`src/rtl/instr_ctrl.sv`:
```
// Instruction-sequencing FSM for the 16-bit accumulator CPU: fixed 8-state sequence per instruction.
// Optional macro ILLEGAL_TRAP_EN: opcodes 8-15 trap to HALT with illegal=1 instead of running as NOP.
module instr_ctrl #(
  parameter int unsigned OPC_W = 4
) (
  input  logic             clk,
  input  logic             rst,
  input  logic             ena,
  input  logic [OPC_W-1:0] opcode,
  input  logic             zero,
  output logic             load_ir,
  output logic             inc_pc,
  output logic             load_pc,
  output logic             rd,
  output logic             wr,
  output logic             load_acc,
  output logic             datactl,
  output logic             halt,
  output logic             illegal
);

  localparam logic [OPC_W-1:0] OP_HLT = OPC_W'(0);
  localparam logic [OPC_W-1:0] OP_SKZ = OPC_W'(1);
  localparam logic [OPC_W-1:0] OP_ADD = OPC_W'(2);
  localparam logic [OPC_W-1:0] OP_AND = OPC_W'(3);
  localparam logic [OPC_W-1:0] OP_XOR = OPC_W'(4);
  localparam logic [OPC_W-1:0] OP_LDA = OPC_W'(5);
  localparam logic [OPC_W-1:0] OP_STO = OPC_W'(6);
  localparam logic [OPC_W-1:0] OP_JMP = OPC_W'(7);

  typedef enum logic [3:0] {
    IDLE = 4'd0,
    S0   = 4'd1,
    S1   = 4'd2,
    S2   = 4'd3,
    S3   = 4'd4,
    S4   = 4'd5,
    S5   = 4'd6,
    S6   = 4'd7,
    S7   = 4'd8,
    HALT = 4'd9
  } state_t;

  state_t state, next_state;
  logic   is_alu;

  assign is_alu = (opcode == OP_ADD) || (opcode == OP_AND) ||
                  (opcode == OP_XOR) || (opcode == OP_LDA);

`ifdef ILLEGAL_TRAP_EN
  logic is_undef;
  logic trap_q;

  assign is_undef = (opcode > OP_JMP);

  // Remembers that HALT was entered through a trap so illegal holds until reset.
  always_ff @(posedge clk or negedge rst) begin
    if (!rst) begin
      trap_q <= 1'b0;
    end else if (state == S3 && is_undef) begin
      trap_q <= 1'b1;
    end
  end
`endif

  always_ff @(posedge clk or negedge rst) begin
    if (!rst) begin
      state <= IDLE;
    end else begin
      state <= next_state;
    end
  end

  // Next-state and strobe decode from state, opcode and zero.
  always_comb begin
    next_state = state;
    load_ir    = 1'b0;
    inc_pc     = 1'b0;
    load_pc    = 1'b0;
    rd         = 1'b0;
    wr         = 1'b0;
    load_acc   = 1'b0;
    datactl    = 1'b0;
    halt       = 1'b0;
    illegal    = 1'b0;
    case (state)
      IDLE: if (ena) next_state = S0;
      S0: begin
        rd         = 1'b1;
        next_state = S1;
      end
      S1: begin
        rd         = 1'b1;
        load_ir    = 1'b1;
        next_state = S2;
      end
      S2: begin
        inc_pc     = 1'b1;
        next_state = S3;
      end
      S3: begin
        next_state = S4;
        if (opcode == OP_HLT) begin
          halt       = 1'b1;
          next_state = HALT;
        end
`ifdef ILLEGAL_TRAP_EN
        else if (is_undef) begin
          halt       = 1'b1;
          illegal    = 1'b1;
          next_state = HALT;
        end
`endif
      end
      S4: begin
        next_state = S5;
        if (is_alu)                rd      = 1'b1;
        else if (opcode == OP_STO) datactl = 1'b1;
        else if (opcode == OP_JMP) load_pc = 1'b1;
        else if (opcode == OP_SKZ) inc_pc  = zero;
      end
      S5: begin
        next_state = S6;
        if (is_alu) begin
          rd       = 1'b1;
          load_acc = 1'b1;
        end else if (opcode == OP_STO) begin
          datactl  = 1'b1;
          wr       = 1'b1;
        end
      end
      S6: begin
        next_state = S7;
        datactl    = (opcode == OP_STO);
      end
      S7: next_state = ena ? S0 : IDLE;
      HALT: begin
        halt = 1'b1;
`ifdef ILLEGAL_TRAP_EN
        illegal = trap_q;
`endif
      end
      default: next_state = IDLE;
    endcase
  end

endmodule

```
`config.mk`:
```
export PLATFORM = sky130hd
export DESIGN_NAME = instr_ctrl
export DESIGN_NICKNAME = d
export VERILOG_FILES = /design/src/rtl/instr_ctrl.sv
export SDC_FILE = /design/constraint.sdc
export NUM_CORES = 1
export LEC_CHECK = 0
export ABC_CLOCK_PERIOD_IN_PS = 2370
export CAP_MARGIN = 20
export CORE_AREA = 3 3 40 42
export CTS_CLUSTER_DIAMETER = 50
export DETAILED_ROUTE_END_ITERATION = 8
export DIE_AREA = 0 0 43 45
export GPL_ROUTABILITY_DRIVEN = 1
export SLEW_MARGIN = 15
export SYNTH_ARGS = -nofsm -noshare
export SYNTH_HDL_FRONTEND = slang
export SYNTH_SLANG_ARGS = --single-unit
```
`constraint.sdc`:
```
create_clock -name clk -period 2.37 [get_ports clk]
set_clock_uncertainty 0.1 [all_clocks]
set_input_delay 0.474 -clock clk [delete_from_list [all_inputs] [get_ports clk]]
set_output_delay 0.474 -clock clk [all_outputs]
set_load 0.005 [all_outputs]
```
# After elaboration in Yosys (flattened, before gate mapping)
# Index checks and enable logic that the tools add are counted.
dict set report word_totals {
  romBits 0
  memories 0
  latch_bits 0
  mem_bits_rw 0
  ff_bits 4
  input_bits 8
}
dict set report op_classes {
  bitwise_logic 1
  div 0
  shifts 0
  multipliers 0
  add_sub_neg 0
  magnitude_cmp 0
  reduce_logical 8
  mux 23
  eq_ne 17
}
# op n
set ops {}
lappend ops {{case mux 4 bit (10 select lines)} 1}
lappend ops {{== test 4 x 3 -> 1 bit, second input constant} 8}
lappend ops {{== test 4 x 2 -> 1 bit, second input constant} 4}
lappend ops {{2-to-1 mux 1 bit} 16}
lappend ops {{== test 4 x 1 -> 1 bit, second input constant} 2}
lappend ops {{== test 4 bit, second input constant} 2}
lappend ops {{logical NOT 4 bit} 2}
lappend ops {{2-to-1 mux 4 bit} 2}
lappend ops {{case mux 1 bit (2 select lines)} 4}
lappend ops {{OR reduction 2 bit} 2}
lappend ops {{logical OR 1 bit} 3}
lappend ops {{inequality test 2 bit, second input constant} 1}
lappend ops {{AND reduction 2 bit} 1}
lappend ops {{inverter 1 bit} 1}

# Logic depth before layout (Yosys ltp)
# Gate-level depths: netlist of the first run.
dict set report depth {
  word_depth 6
  depth_mapped 4
  mapped_depth_nobuf 3
}

# Worst setup path before layout of the first run
# Ideal clock, no wire load.
dict set report synth_timing {
  path_type {reg2out}
  from {reg state[3]}
  to {out datactl}
  required_time_ns 1.796
  arrival_ns 1.083
  n_path_buf 1
  path_slack_ns 0.713
  stages_incl_launch_ff 5
  path_cell_list {dfrtp_1 > buf_6 > nand4b_4 > or3_4 > nor2_2}
}
dict set report synth_between {
  elab_chain_len 3
}
# element line_no
set synth_lines {}
lappend synth_lines {{start: declaration} 44} ;# state_t state, next_state;
lappend synth_lines {{start signal: assignment} 70} ;# state <= next_state;
lappend synth_lines {{== test 4 x 3 -> 1 bit} 86} ;# case (state)
lappend synth_lines {{OR reduction 2 bit (no line)} n/a}
lappend synth_lines {{case mux 1 bit (2 select lines) *} 86}
lappend synth_lines {{end: declaration} 17} ;# output logic datactl,
# Every way passes the cells marked *; elsewhere a longest branch is shown, timed or not.

# Worst setup path after layout of the first run
dict set report layout_timing {
  from {in opcode[1]}
  to {out rd}
}
dict set report layout_between {
  elab_chain_len 6
}
# element line_no
set layout_lines {}
lappend layout_lines {{start: declaration} 9} ;# input logic [OPC_W-1:0] opcode,
lappend layout_lines {{== test 4 x 2 -> 1 bit} 47} ;# assign is_alu = (opcode == OP_ADD) || (opcode == OP_AND) ||
lappend layout_lines {{logical OR 1 bit (2 in series)} 47}
lappend layout_lines {{logical OR 1 bit *} 48} ;# (opcode == OP_XOR) || (opcode == OP_LDA);
lappend layout_lines {{2-to-1 mux 1 bit *} {117, 124}}
lappend layout_lines {{case mux 1 bit (2 select lines) *} 86}
lappend layout_lines {{end: declaration} 14} ;# output logic rd,
# Marked as above.

==> metrics.txt, run 1 <==
# TYPE chip_impl_metric gauge
chip_impl_info{name="outcome",value="complete, no violations"} 1
chip_impl_metric{name="number_of_global_route_vias_before_repair",unit=""} 380
chip_impl_metric{name="total_leakage_power",unit="nW"} 0.293
chip_impl_metric{name="largest_reg_flops",unit=""} 4
chip_impl_metric{name="hold_ws",unit="ns"} 0.338
chip_impl_info{name="highest_count_cells_in_the_layout_ignoring_fill_and_taps",value="9 x sky130_fd_sc_hd__nor2_1, 7 x sky130_fd_sc_hd__dlygate4sd2_1, 6 x sky130_fd_sc_hd__clkdlybuf4s50_1"} 1
chip_impl_metric{name="die_y_extent",unit="um"} 45
chip_impl_metric{name="postSynthAreaPerCell",unit="um^2"} 8.28
chip_impl_metric{name="gr-usage-all-layers",unit="%"} 10.3
chip_impl_metric{name="grt-ovfl-total",unit=""} 0
chip_impl_metric{name="power",unit="mW"} 0.590
chip_impl_metric{name="cp_slowest_stage_delay",unit="ns"} 0.49
chip_impl_metric{name="worst-path-max-fanout",unit=""} 3
chip_impl_metric{name="worst_skew_pair.late_latency",unit="ns"} 0.24
chip_impl_metric{name="cts-hold-fix-buffers",unit=""} 0
chip_impl_metric{name="boundaryPins",unit=""} 17
chip_impl_metric{name="layout.filler_cells",unit=""} 132
chip_impl_metric{name="vias_per_cell",unit=""} 4.99
chip_impl_metric{name="yosys-mux-area-fraction",unit="%"} 0
chip_impl_metric{name="max-vdd-ir-drop",unit="mV"} 0.598
chip_impl_info{name="synth_top_family_by_area",value="simple AND/OR/NAND/NOR gates"} 1
chip_impl_info{name="path_delay_family",value="buffers and inverters"} 1
chip_impl_metric{name="mapped_cells",unit=""} 47
chip_impl_metric{name="crit_required",unit="ns"} 1.80
chip_impl_metric{name="yosysSeqAreaShare",unit="%"} 25.7
chip_impl_metric{name="post_synthesis_share_of_cell_area_spent_on_full_adders_half_adders_and_majority_gates",unit="%"} 0
chip_impl_metric{name="via_count",unit=""} 394
chip_impl_metric{name="crit_buf_inv",unit=""} 2
chip_impl_metric{name="cts_inserted_buffers",unit=""} 3
chip_impl_metric{name="final_layout_size_suffix_gt1_share",unit="%"} 31.3
chip_impl_metric{name="iteration_count_of_the_initial_detailed_routing_pass",unit=""} 2
chip_impl_metric{name="power_density",unit="nW/um^2"} 994
chip_impl_metric{name="regArea",unit="um^2"} 104
chip_impl_metric{name="wl",unit="um"} 909
chip_impl_metric{name="dp_hpwl",unit="um"} 711
chip_impl_metric{name="hold_violations",unit=""} 0
chip_impl_metric{name="rows",unit=""} 13
chip_impl_info{name="largest_registers",value="state x4"} 1
chip_impl_metric{name="place_worst_setup_slack",unit="ns"} -0.313
chip_impl_metric{name="grt_max_degree",unit=""} 10
chip_impl_metric{name="ys_types",unit=""} 26
chip_impl_metric{name="ys_warn_count",unit=""} 0
chip_impl_metric{name="drc_errors",unit=""} 0
chip_impl_info{name="setup.worst_path.start_class",value="input pin"} 1
chip_impl_info{name="ctsRootBufferMaster",value="sky130_fd_sc_hd__clkbuf_4"} 1
chip_impl_metric{name="grt_first_pass_wirelength",unit="mm"} 1.50
chip_impl_info{name="largest_register",value="state"} 1
chip_impl_metric{name="setup_viols_final",unit=""} 0
chip_impl_metric{name="timing.fmax",unit="MHz"} 439
chip_impl_metric{name="crit_arrival",unit="ns"} 1.70
chip_impl_metric{name="fin_crit",unit="ns"} 2.28
chip_impl_metric{name="clk_path_buf_depth",unit=""} 2
chip_impl_metric{name="final.setup.worst_slack",unit="ns"} 0.0913
chip_impl_metric{name="post-route-period-util",unit="%"} 96.1
chip_impl_metric{name="core_region_area",unit="um^2"} 1280
chip_impl_info{name="critical_path.cell_chain",value="dlygate4sd2_1 -> xnor2_2 -> o21ai_1 -> and2_1 -> clkdlybuf4s50_1"} 1
chip_impl_metric{name="post-route-util",unit="%"} 46.2
chip_impl_metric{name="final_area",unit="um^2"} 593
chip_impl_info{name="crit_path_slowest_cell",value="sky130_fd_sc_hd__clkdlybuf4s50_1"} 1
chip_impl_info{name="critical_path_capture_point_type",value="output pin"} 1
chip_impl_metric{name="start_util",unit="%"} 30.3
chip_impl_metric{name="wl_per_cell",unit="um"} 11.5
chip_impl_metric{name="routability_cong",unit=""} 0.763
chip_impl_metric{name="max-cap-violations",unit=""} 0
chip_impl_metric{name="diodes",unit=""} 0
chip_impl_info{name="rsz_0062_raised_after_global_routing",value="no"} 1
chip_impl_metric{name="cts_num_sinks",unit=""} 4
chip_impl_metric{name="clk_transition_reported_paths",unit="ns"} 0.04
chip_impl_metric{name="cts_max_level",unit=""} 1
chip_impl_info{name="worst_hold_path_type",value="in -> async"} 1
chip_impl_metric{name="nNetsFinal",unit=""} 74
chip_impl_metric{name="number_of_drc_markers_in_iteration_0",unit=""} 5
chip_impl_metric{name="syn_nets",unit=""} 55
chip_impl_metric{name="synth-simple-area-share",unit="%"} 40.5
chip_impl_metric{name="cts_post_setup_buffers_inserted",unit=""} 0
chip_impl_metric{name="die-area",unit="um^2"} 1940
chip_impl_metric{name="number_of_antenna_violations_at_the_first_check_in_global_routing",unit=""} 0
chip_impl_info{name="path_class",value="in -> out"} 1
chip_impl_info{name="mostFrequentLayoutCell",value="sky130_fd_sc_hd__nor2_1"} 1
chip_impl_metric{name="final-max-slew-violation-count",unit=""} 0
chip_impl_metric{name="yosys.area_share.xor_xnor",unit="%"} 4.50
chip_impl_metric{name="ys_ff_latch",unit=""} 4
chip_impl_metric{name="syn_to_final_growth",unit="%"} 52.4
chip_impl_metric{name="multi_input_logic_area",unit="um^2"} 268
chip_impl_metric{name="route.antenna.remaining_nets",unit=""} 0
chip_impl_metric{name="floorplan.die.width",unit="um"} 43
chip_impl_metric{name="synth.cell_area",unit="um^2"} 389
chip_impl_metric{name="portBuffers",unit=""} 15
chip_impl_metric{name="placedInstanceArea",unit="um^2"} 536
chip_impl_metric{name="synth_compound_area_share",unit="%"} 13.8
chip_impl_info{name="tritoncts",value="built"} 1
## power by group
group	internal [mW]	switching, mW
logic	0.186	0.135
clock network	0.0566	0.0279
registers	0.108	0.0767
## cell families after synthesis
group                     Yosys count
buffers and inverters               6
DFF                                 4
AOI/OAI and AO/OA                   9
and+or+nand+nor                    25
xor gates and xnor gates            2
other                               1
## cells in the mapped netlist (all sizes together)
| master | instances | share of area [%] |
|---|---|---|
| and2 | 1 | 1.6 |
| buf | 5 | 14 |
| a311oi | 1 | 2.3 |
| xnor2 | 1 | 2.3 |
| nor2 | 10 | 10 |
| nand4b | 1 | 6.1 |
| o21ai | 2 | 2.6 |
| nor4bb | 1 | 2.6 |
| inv | 1 | 0.96 |
| nand2b | 2 | 3.2 |
| nand4 | 2 | 3.2 |
| nand3 | 1 | 1.3 |
| o31ai | 1 | 1.9 |
| xor2 | 1 | 2.3 |
| nor4b | 1 | 2.3 |
| or3 | 1 | 2.9 |
| and2b | 1 | 2.3 |
| conb | 1 | 0.96 |
| nor3 | 1 | 1.3 |
| a21oi | 4 | 5.1 |
| or2 | 1 | 1.6 |
| dfrtp | 4 | 26 |
| a22oi | 1 | 1.9 |
| nand2 | 2 | 1.9 |
## timing repair
action                                  4_1_cts  5_1_grt
pin swaps                                     0        2
endpoints found under the setup margin        7        4
gates resized for setup                      11        8
## final timing paths
path / startpoint / end / slack, ns / cells past startpoint
setup / recovery: opcode[1] / rd / 0.09 / 5
hold / removal: rst / state[1] / 0.34 / 1
min in group clk: state[3] / state[1] / 0.50 / 2
hold reg to reg: state[3] / state[1] / 0.50 / 2
setup reg to reg: state[2] / state[3] / 1.17 / 3
max in group asynchronous: rst / state[0] / 1.64 / 1
## stage by stage
stage | TNS (ns) | std cells
floorplan | 0 | 47
global placement | -1.50 | 76
detailed placement | -1.44 | 76
CTS | 0 | 79
global route | 0 | 79
finish | 0 | 79
## metal layers
layer	share of wire (%)	vias up	GRT usage, %
met2	54	8	18.6
met3	4.2	0	2.39
li1	-	197	-
met1	41	189	12.0
met4	0	0	3.61
met5	0	-	0
## cell type report
cell class | instances | area share [%]
flip-flops and latches | 4 | 17.5
well taps | 15 | 3.16
inverters | 1 | 0.633
repair buffers | 19 | 29.7
multi-input cells | 37 | 45.1
clock buffers | 3 | 3.80
No activity file was read; power rests on OpenSTA's default activity.
==> run 2: changes to the inputs <==
- GPL_ROUTABILITY_DRIVEN: 1 -> unset
==> results of run 2 <==
Same layout as run 1: the final DEF is identical, and so are final timing and power.
